--- src/rtl/culsans_err_slv.sv ---
// culsans_err_slv: error slave terminating crossbar transactions to unmapped addresses.
//   clk_i      - clock, rising edge
//   rst_ni     - asynchronous active-low reset
//   slv_req_i  - request channels from the crossbar master port
//   slv_resp_o - response channels to the crossbar (every B/R beat carries RespCode)

package axi_pkg;
    typedef logic [1:0] resp_t;
    localparam resp_t RESP_OKAY   = 2'b00;
    localparam resp_t RESP_EXOKAY = 2'b01;
    localparam resp_t RESP_SLVERR = 2'b10;
    localparam resp_t RESP_DECERR = 2'b11;
endpackage

package culsans_pkg;
    localparam int unsigned IdWidthSlave = 6;
    localparam int unsigned AddrWidth    = 64;
    localparam int unsigned DataWidth    = 64;
    localparam int unsigned UserWidth    = 1;
    typedef logic [IdWidthSlave-1:0]  id_slv_t;
    typedef logic [AddrWidth-1:0]     addr_t;
    typedef logic [DataWidth-1:0]     data_t;
    typedef logic [DataWidth/8-1:0]   strb_t;
    typedef logic [UserWidth-1:0]     user_t;
    typedef struct packed {
        id_slv_t     id;
        addr_t       addr;
        logic [7:0]  len;
        logic [2:0]  size;
        logic [1:0]  burst;
        logic        lock;
        logic [3:0]  cache;
        logic [2:0]  prot;
        logic [3:0]  qos;
        logic [3:0]  region;
        logic [5:0]  atop;
        user_t       user;
        logic [2:0]  snoop;
        logic [1:0]  bar;
        logic [1:0]  domain;
        logic        awunique;
    } aw_chan_t;
    typedef struct packed {
        data_t data;
        strb_t strb;
        logic  last;
        user_t user;
    } w_chan_t;
    typedef struct packed {
        id_slv_t     id;
        logic [1:0]  resp;
        user_t       user;
    } b_chan_t;
    typedef struct packed {
        id_slv_t     id;
        addr_t       addr;
        logic [7:0]  len;
        logic [2:0]  size;
        logic [1:0]  burst;
        logic        lock;
        logic [3:0]  cache;
        logic [2:0]  prot;
        logic [3:0]  qos;
        logic [3:0]  region;
        user_t       user;
        logic [3:0]  snoop;
        logic [1:0]  bar;
        logic [1:0]  domain;
    } ar_chan_t;
    typedef struct packed {
        id_slv_t     id;
        data_t       data;
        logic [3:0]  resp;
        logic        last;
        user_t       user;
    } r_chan_t;
    typedef struct packed {
        aw_chan_t aw;
        logic     aw_valid;
        w_chan_t  w;
        logic     w_valid;
        logic     b_ready;
        ar_chan_t ar;
        logic     ar_valid;
        logic     r_ready;
    } req_slv_t;
    typedef struct packed {
        logic     aw_ready;
        logic     ar_ready;
        logic     w_ready;
        logic     b_valid;
        b_chan_t  b;
        logic     r_valid;
        r_chan_t  r;
    } resp_slv_t;
endpackage

module culsans_err_slv #(
    parameter axi_pkg::resp_t     RespCode = axi_pkg::RESP_DECERR,
    parameter culsans_pkg::data_t ReadData = 64'hDEAD_BEEF_DEAD_BEEF
) (
    input  logic                   clk_i,
    input  logic                   rst_ni,
    input  culsans_pkg::req_slv_t  slv_req_i,
    output culsans_pkg::resp_slv_t slv_resp_o
);
    typedef enum logic [1:0] {W_IDLE, W_DATA, W_RESP} w_state_e;
    typedef enum logic {R_IDLE, R_DATA} r_state_e;
    w_state_e             w_state_q, w_state_d;
    r_state_e             r_state_q, r_state_d;
    culsans_pkg::id_slv_t b_id_q, b_id_d, r_id_q, r_id_d;
    logic [7:0]           cnt_q, cnt_d;
    // Address, data payload and ACE attributes are deliberately discarded.
    logic                 unused_req;
    assign unused_req = ^slv_req_i;
    // All ready/valid outputs derive from state only; request fields only steer next state.
    always_comb begin
        slv_resp_o = '0;
        w_state_d  = w_state_q;
        r_state_d  = r_state_q;
        b_id_d     = b_id_q;
        r_id_d     = r_id_q;
        cnt_d      = cnt_q;
        case (w_state_q)
            W_IDLE: begin
                slv_resp_o.aw_ready = 1'b1;
                if (slv_req_i.aw_valid) begin
                    b_id_d    = slv_req_i.aw.id;
                    w_state_d = W_DATA;
                end
            end
            W_DATA: begin
                slv_resp_o.w_ready = 1'b1;
                if (slv_req_i.w_valid && slv_req_i.w.last) w_state_d = W_RESP;
            end
            W_RESP: begin
                slv_resp_o.b_valid = 1'b1;
                slv_resp_o.b.id    = b_id_q;
                slv_resp_o.b.resp  = RespCode;
                if (slv_req_i.b_ready) w_state_d = W_IDLE;
            end
            default: w_state_d = W_IDLE;
        endcase
        case (r_state_q)
            R_IDLE: begin
                slv_resp_o.ar_ready = 1'b1;
                if (slv_req_i.ar_valid) begin
                    r_id_d    = slv_req_i.ar.id;
                    cnt_d     = slv_req_i.ar.len;
                    r_state_d = R_DATA;
                end
            end
            R_DATA: begin
                slv_resp_o.r_valid = 1'b1;
                slv_resp_o.r.id    = r_id_q;
                slv_resp_o.r.data  = ReadData;
                slv_resp_o.r.resp  = {2'b00, RespCode};
                slv_resp_o.r.last  = (cnt_q == 8'd0);
                // Counter stops at zero: the final beat exits instead of wrapping.
                if (slv_req_i.r_ready) begin
                    if (cnt_q == 8'd0) r_state_d = R_IDLE;
                    else cnt_d = cnt_q - 8'd1;
                end
            end
            default: r_state_d = R_IDLE;
        endcase
    end
    always_ff @(posedge clk_i or negedge rst_ni) begin
        if (!rst_ni) begin
            w_state_q <= W_IDLE;
            r_state_q <= R_IDLE;
            b_id_q    <= '0;
            r_id_q    <= '0;
            cnt_q     <= '0;
        end else begin
            w_state_q <= w_state_d;
            r_state_q <= r_state_d;
            b_id_q    <= b_id_d;
            r_id_q    <= r_id_d;
            cnt_q     <= cnt_d;
        end
    end
endmodule

--- config.mk ---
export PLATFORM = sky130hd
export DESIGN_NAME = culsans_err_slv
export DESIGN_NICKNAME = d
export VERILOG_FILES = /design/src/rtl/culsans_err_slv.sv
export SDC_FILE = /design/constraint.sdc
export NUM_CORES = 1
export LEC_CHECK = 0
export CAP_MARGIN = 30
export CORE_AREA = 2 2 155 157
export CTS_CLUSTER_DIAMETER = 50
export CTS_CLUSTER_SIZE = 25
export DETAILED_ROUTE_END_ITERATION = 8
export DIE_AREA = 0 0 157 159
export PLACE_DENSITY = 0.52
export SLEW_MARGIN = 20
export SYNTH_ARGS = -nofsm -noshare
export SYNTH_HDL_FRONTEND = slang
export SYNTH_SLANG_ARGS = --single-unit
--- constraint.sdc ---
create_clock -name clk_i -period 2.6 [get_ports clk_i]
set_clock_uncertainty 0.1 [all_clocks]
set_input_delay 0.39 -clock clk_i [delete_from_list [all_inputs] [get_ports clk_i]]
set_output_delay 0.39 -clock clk_i [all_outputs]
set_load 0.05 [all_outputs]
== After elaboration in Yosys (flattened, before gate mapping) ==
Cells that the tools add are included.

* Add/sub/neg operators: 1
* Eq/ne operators: 8
* Multiplexer cells: 17
* Bitwise logic cells: 1
* Reduce and logical (&&, ||, !) cells: 7

{| class="wikitable"
|+ Operators by type and width
! operator !! number
|-
| 76-bit two-way mux || 1
|-
| 8-bit two-way mux || 3
|-
| 8-bit case mux with 2 select lines || 1
|-
| 2-bit inequality test (second input constant) || 6
|-
| 9-bit two-way mux || 1
|-
| 8-bit zero test || 1
|-
| 8-bit by 1-bit subtractor with 8-bit output (second input constant) || 1
|-
| 1-bit two-way mux || 6
|-
| 2-bit two-way mux || 3
|-
| 2-bit case mux with 3 select lines || 1
|-
| 3-bit AND reduction || 2
|-
| 2-bit AND reduction || 2
|-
| 2-bit by 1-bit equality test with 1-bit output (second input constant) || 1
|-
| 2-bit equality test (second input constant) || 1
|-
| 2-bit zero test || 1
|-
| 1-bit case mux with 2 select lines || 1
|-
| 1-bit logical AND || 1
|-
| 1-bit NOT || 1
|}

* Register bits after elaboration: 23
* Input port bits: 303
* Word-level logic and storage cells: 39

== Logic depth before layout (Yosys ltp) ==
Gate-level depths: netlist (run 1).

* Word-level depth: 4
* Gate-level depth with buffers: 6
* Gate-level depth less buffers: 6

== Least setup slack after synthesis (run 1) ==
Ideal clock, no wire load.

* Kind: reg2reg
* From: register r_state_q
* To: register cnt_q[5]
* Data arrival time: 2.355 ns
* Data required time: 2.423 ns
* Path slack: 0.068 ns
* Cell stages (with the launch flop): 6
* Path buffers: 1
* Clock period less this slack: 2.532 ns
* Cell sequence: dfrtp_1 > inv_1 > nand2_1 > buf_6 > o32ai_1 > a21oi_1

* Cells in the longest elaborated chain, start to end: 3
* Elaborated cells on any way between the ends: 6

{| class="wikitable"
|+ Ends and longest elaborated chain
! element !! line !! source
|-
| from (decl) || 110 || <nowiki>r_state_e r_state_q, r_state_d;</nowiki>
|-
| from (signal assigned) || 177 || <nowiki>r_state_q <= r_state_d;</nowiki>
|-
| 1-bit NOT || -- ||
|-
| 2-bit inequality test (no source line) || -- ||
|-
| 3-bit AND reduction (no source line) || -- ||
|-
| to (signal assigned) || 180 || <nowiki>cnt_q <= cnt_d;</nowiki>
|-
| to (decl) || 112 || <nowiki>logic [7:0] cnt_q, cnt_d;</nowiki>
|}

Several ways; a longest one is shown, not always the timed one.
A chain may end at the register's enable or synchronous reset.

==> run summary, run 1 <==
The flow ran to the end, and the final reports show no timing, DRC or antenna violations. After layout, the worst setup slack is 0.206 ns. Largest net degree at the start of global routing: 41. The run gives 26 as the count of routing violations after the opening detailed-route iteration. The area fraction in compound gates after synthesis was 0.101; the die height was 159 um. Clock latency on the worst-skew pair, taken at its later pin, is 0.26 ns. VDD sags by at most 0.000656 V. TritonCTS built the clock tree.

The global-route met3 utilization is 0.0122, and the number of I/O port buffers is 97. The die covers 25,000 um2. Setup repair after global routing left no endpoint under its margin. The number of detailed-route iterations in the first pass is 4. Relative area change from synthesis to final layout: 47.2%. The critical path is of the register to output pin type. The tools report the combined global-route utilization of all metal layers as 0.0373. The run gives 0.510 ns as the post-place setup slack. The unique cell type count in the Yosys netlist is 33, and the minimum clock period is 2.39 ns. Layer with the highest usage after global routing: met2. The share of synthesized cell area in and, or, nand and nor gates is 0.181, and the number of antenna-violating nets in the routed design is 0.

The wire-length estimate of the detail-placed layout is 3.76 mm. After clock tree synthesis, the clock-pin slew on the worst setup and hold paths is 0.07 ns. For the post-CTS setup buffer count, the log shows 0. Area share of xor/xnor cells in the synthesized design: 0.00488. Nature of the critical path endpoint: an output pin. The count of maximum capacitance violations was 0. The flip-flop and latch count after synthesis was 23; the ratio of total power to cell area was 1540 nW/um2. The total congestion overflow is 0. The max-slew violation count was 0. The share of post-route cells with drive strength above 1 was 0.352.

The number of setup violations in the final report came out at 0. The number of buffers added by the clock tree synthesis step was 3. Adding up every negative setup slack in the final design gives 0 ns. The static leakage is 1.11 nW, and the count of vias placed by the detailed router is 1,395. The number of filler instances in the final layout came out at 2,664.

The slew at the pin closest to its max-slew limit is 0.586 ns, and the routed wire length per instance is 8.38 um. For this design, the CTS-stage hold fixing added 0 buffers. After synthesis, the cell types taking the most area are dfrtp_1 (32%), buf_4 (31%), nand2_1 (4.6%), and2_1 (4.5%), mux2_2 (4.4%). Counting along the longest clock path gives a buffer depth of 2. The clock net sink count came out at 23. Among all flip-flop cells after synthesis, the most frequent one is dfrtp_1. In this run, post-CTS repair resized a total of 0 instances. The first global-routing pass estimated 7.28 mm of wire. Relative slew slack: 0.608. The number of antenna violations at the first check in global routing was 1; the adder-cell share of the synthesized area was 0.00697. The number of H-tree branching levels was 1. The tools report the total I/O pin count as 393.

The dominant combinational cell family by area after synthesis is buffers and inverters. The tools report the critical path arrival as 1.90 ns. The core region is 23,200 um2.

The tools report the root cell of the clock tree as clkbuf_16. The global routing met1 resource utilization is 0.0488. The fraction of the core area covered by cells at the end of the flow was 0.114; the share of flip-flops with an asynchronous set or reset after synthesis was 1.00. The net count of the finished layout is 552. Summed over all instances, the cell type with the most area after synthesis is dfrtp_1. For this run, the top clock speed supported by timing is 0.418 GHz.

The tools report the yosys synthesis warning count as 0. The share of cell area taken by muxes after synthesis is 0.0551. The final wirelength came out at 4.75 mm. Synthesis handed over a netlist of 201 instances.

After floorplanning, the core was divided into 56 placement rows. The count of endpoints failing hold in the final timing report is 0. For this run, design rule violations remaining after detail routing come to 0. The final cycle utilization of the critical path came out at 0.921. The via count of the first global-routing pass is 1,337. Routability-driven placement finished with a final weighted congestion of 0.720. The tools report the met2 routing resource usage after global routing as 0.0574. In this run the worst hold path is classified as register to register. The share of Yosys cell area claimed by the top area cell type is 0.321, and the worst-path maximum fanout is 6. Each instance of the synthesized netlist takes up on average 8.93 um2.

The number of enable flip-flop cells after synthesis was 0. The overall die width is 157 um. The tools report the type of element launching the critical path as a register. The tools report the required time at the worst-slack endpoint as 2.11 ns. The initial core utilization is 0.0774.

The mapped netlist covers 1800 um2. The sequential fraction of the synthesis area came out at 0.321. The via-per-instance ratio came out at 2.46.
## power breakdown
part / switching [mW] / total [mW] / internal, mW
registers: 0.183 / 0.702 / 0.520
clock network: 0.135 / 0.344 / 0.210
logic: 2.15 / 3.03 / 0.881
## synth_stat cells, types with 3 or more instances
master / count
dfrtp_1: 23
and2_1: 13
nor3_1: 3
nand2_1: 22
nor2_1: 12
buf_4: 73
nor2b_1: 4
clkbuf_1: 3
a211oi_1: 7
a21oi_1: 4
mux2_2: 7
inv_1: 4
## critical path, stage by stage (launching register included)
cell,delay (ns)
dfrtp_1,0.43
inv_1,0.08
ha_1,0.21
nor4b_4,0.40
and3_1,0.35
buf_12,0.18
## final cells by class
| type | instances | area [um2] | area share |
|---|---|---|---|
| diodes | 1 | 2.50 | 0.000947 |
| clock buffers | 4 | 78.8 | 0.0298 |
| inverters | 4 | 15.0 | 0.00568 |
| multi-input cells | 115 | 702 | 0.266 |
| flip-flops and latches | 23 | 577 | 0.218 |
| well taps | 319 | 399 | 0.151 |
| repair buffers | 101 | 868 | 0.329 |
## through the flow
step / instance area, um2 / hold WS [ns] / std cells / total power, mW
global placement: 2560 / 0.357 / 562 / 3.75
finish: 2640 / 0.369 / 567 / 4.08
CTS: 2640 / 0.377 / 566 / 4.12
global route: 2640 / 0.402 / 566 / 4.27
detailed placement: 2560 / 0.358 / 562 / 3.76
floorplan: 1870 / -0.00559 / 220 / 3.36
## cells by family after synthesis
family,Yosys count
simple gates,62
compound gates,22
other cells,1
xor+xnor,1
flops,23
buf+inv,82
mux,9
fa+ha+maj,1
## placed cells by master (no fill, tap or decap), drive strengths merged
cell           instances
buf                   72
clkdlybuf4s50         29
dfrtp                 23
nand2                 22
conb                  20
and2                  13
nor2                  12
mux2                   7
a211oi                 7
a21oi                  5
nor2b                  4
inv                    4
clkbuf                 4
nor3                   3
and3                   2
a32o                   2
mux2i                  2
o32ai                  2
a21o                   2
diode                  1
nor4b                  1
o21ai                  1
nand3                  1
a211o                  1
or3b                   1
or3                    1
o22ai                  1
or4                    1
a2111oi                1
xnor2                  1
and4                   1
ha                     1
## routing by layer
metal | up-vias | share of wire
li1 | 664 | -
met1 | 643 | 0.45
met2 | 86 | 0.43
met3 | 2 | 0.11
met4 | 0 | 0.010
met5 | - | 0
## final timing paths
| path | startpoint | endpoint | slack, ns | cells after the start |
|---|---|---|---|---|
| worst max-delay path | cnt_q[0] | slv_resp_o[1] | 0.21 | 5 |
| worst min register to register | r_id_q[5] | r_id_q[5] | 0.37 | 2 |
| worst max register to register | cnt_q[0] | cnt_q[3] | 0.60 | 6 |
| min in group asynchronous | rst_ni | b_id_q[3] | 0.40 | 2 |
| worst min-delay path | r_id_q[5] | r_id_q[5] | 0.37 | 2 |
| max in group asynchronous | rst_ni | r_state_q | 1.72 | 2 |
## registers in the layout, indices dropped and copies added (netlist names)
name,cells
cnt_q,8
b_id_q,6
r_id_q,6
w_state_q,2
r_state_q,1
Power figures use the tool's default switching activity.
==> run 2: changes to the inputs <==
--- a/config.mk
+++ b/config.mk
@@ -12,6 +12,7 @@
 export DETAILED_ROUTE_END_ITERATION = 8
 export DIE_AREA = 0 0 157 159
 export PLACE_DENSITY = 0.52
+export SKIP_LAST_GASP = 1
 export SLEW_MARGIN = 20
 export SYNTH_ARGS = -nofsm -noshare
 export SYNTH_HDL_FRONTEND = slang
==> results of run 2 <==
The final DEF is identical to that of run 1; final timing and power are the same.
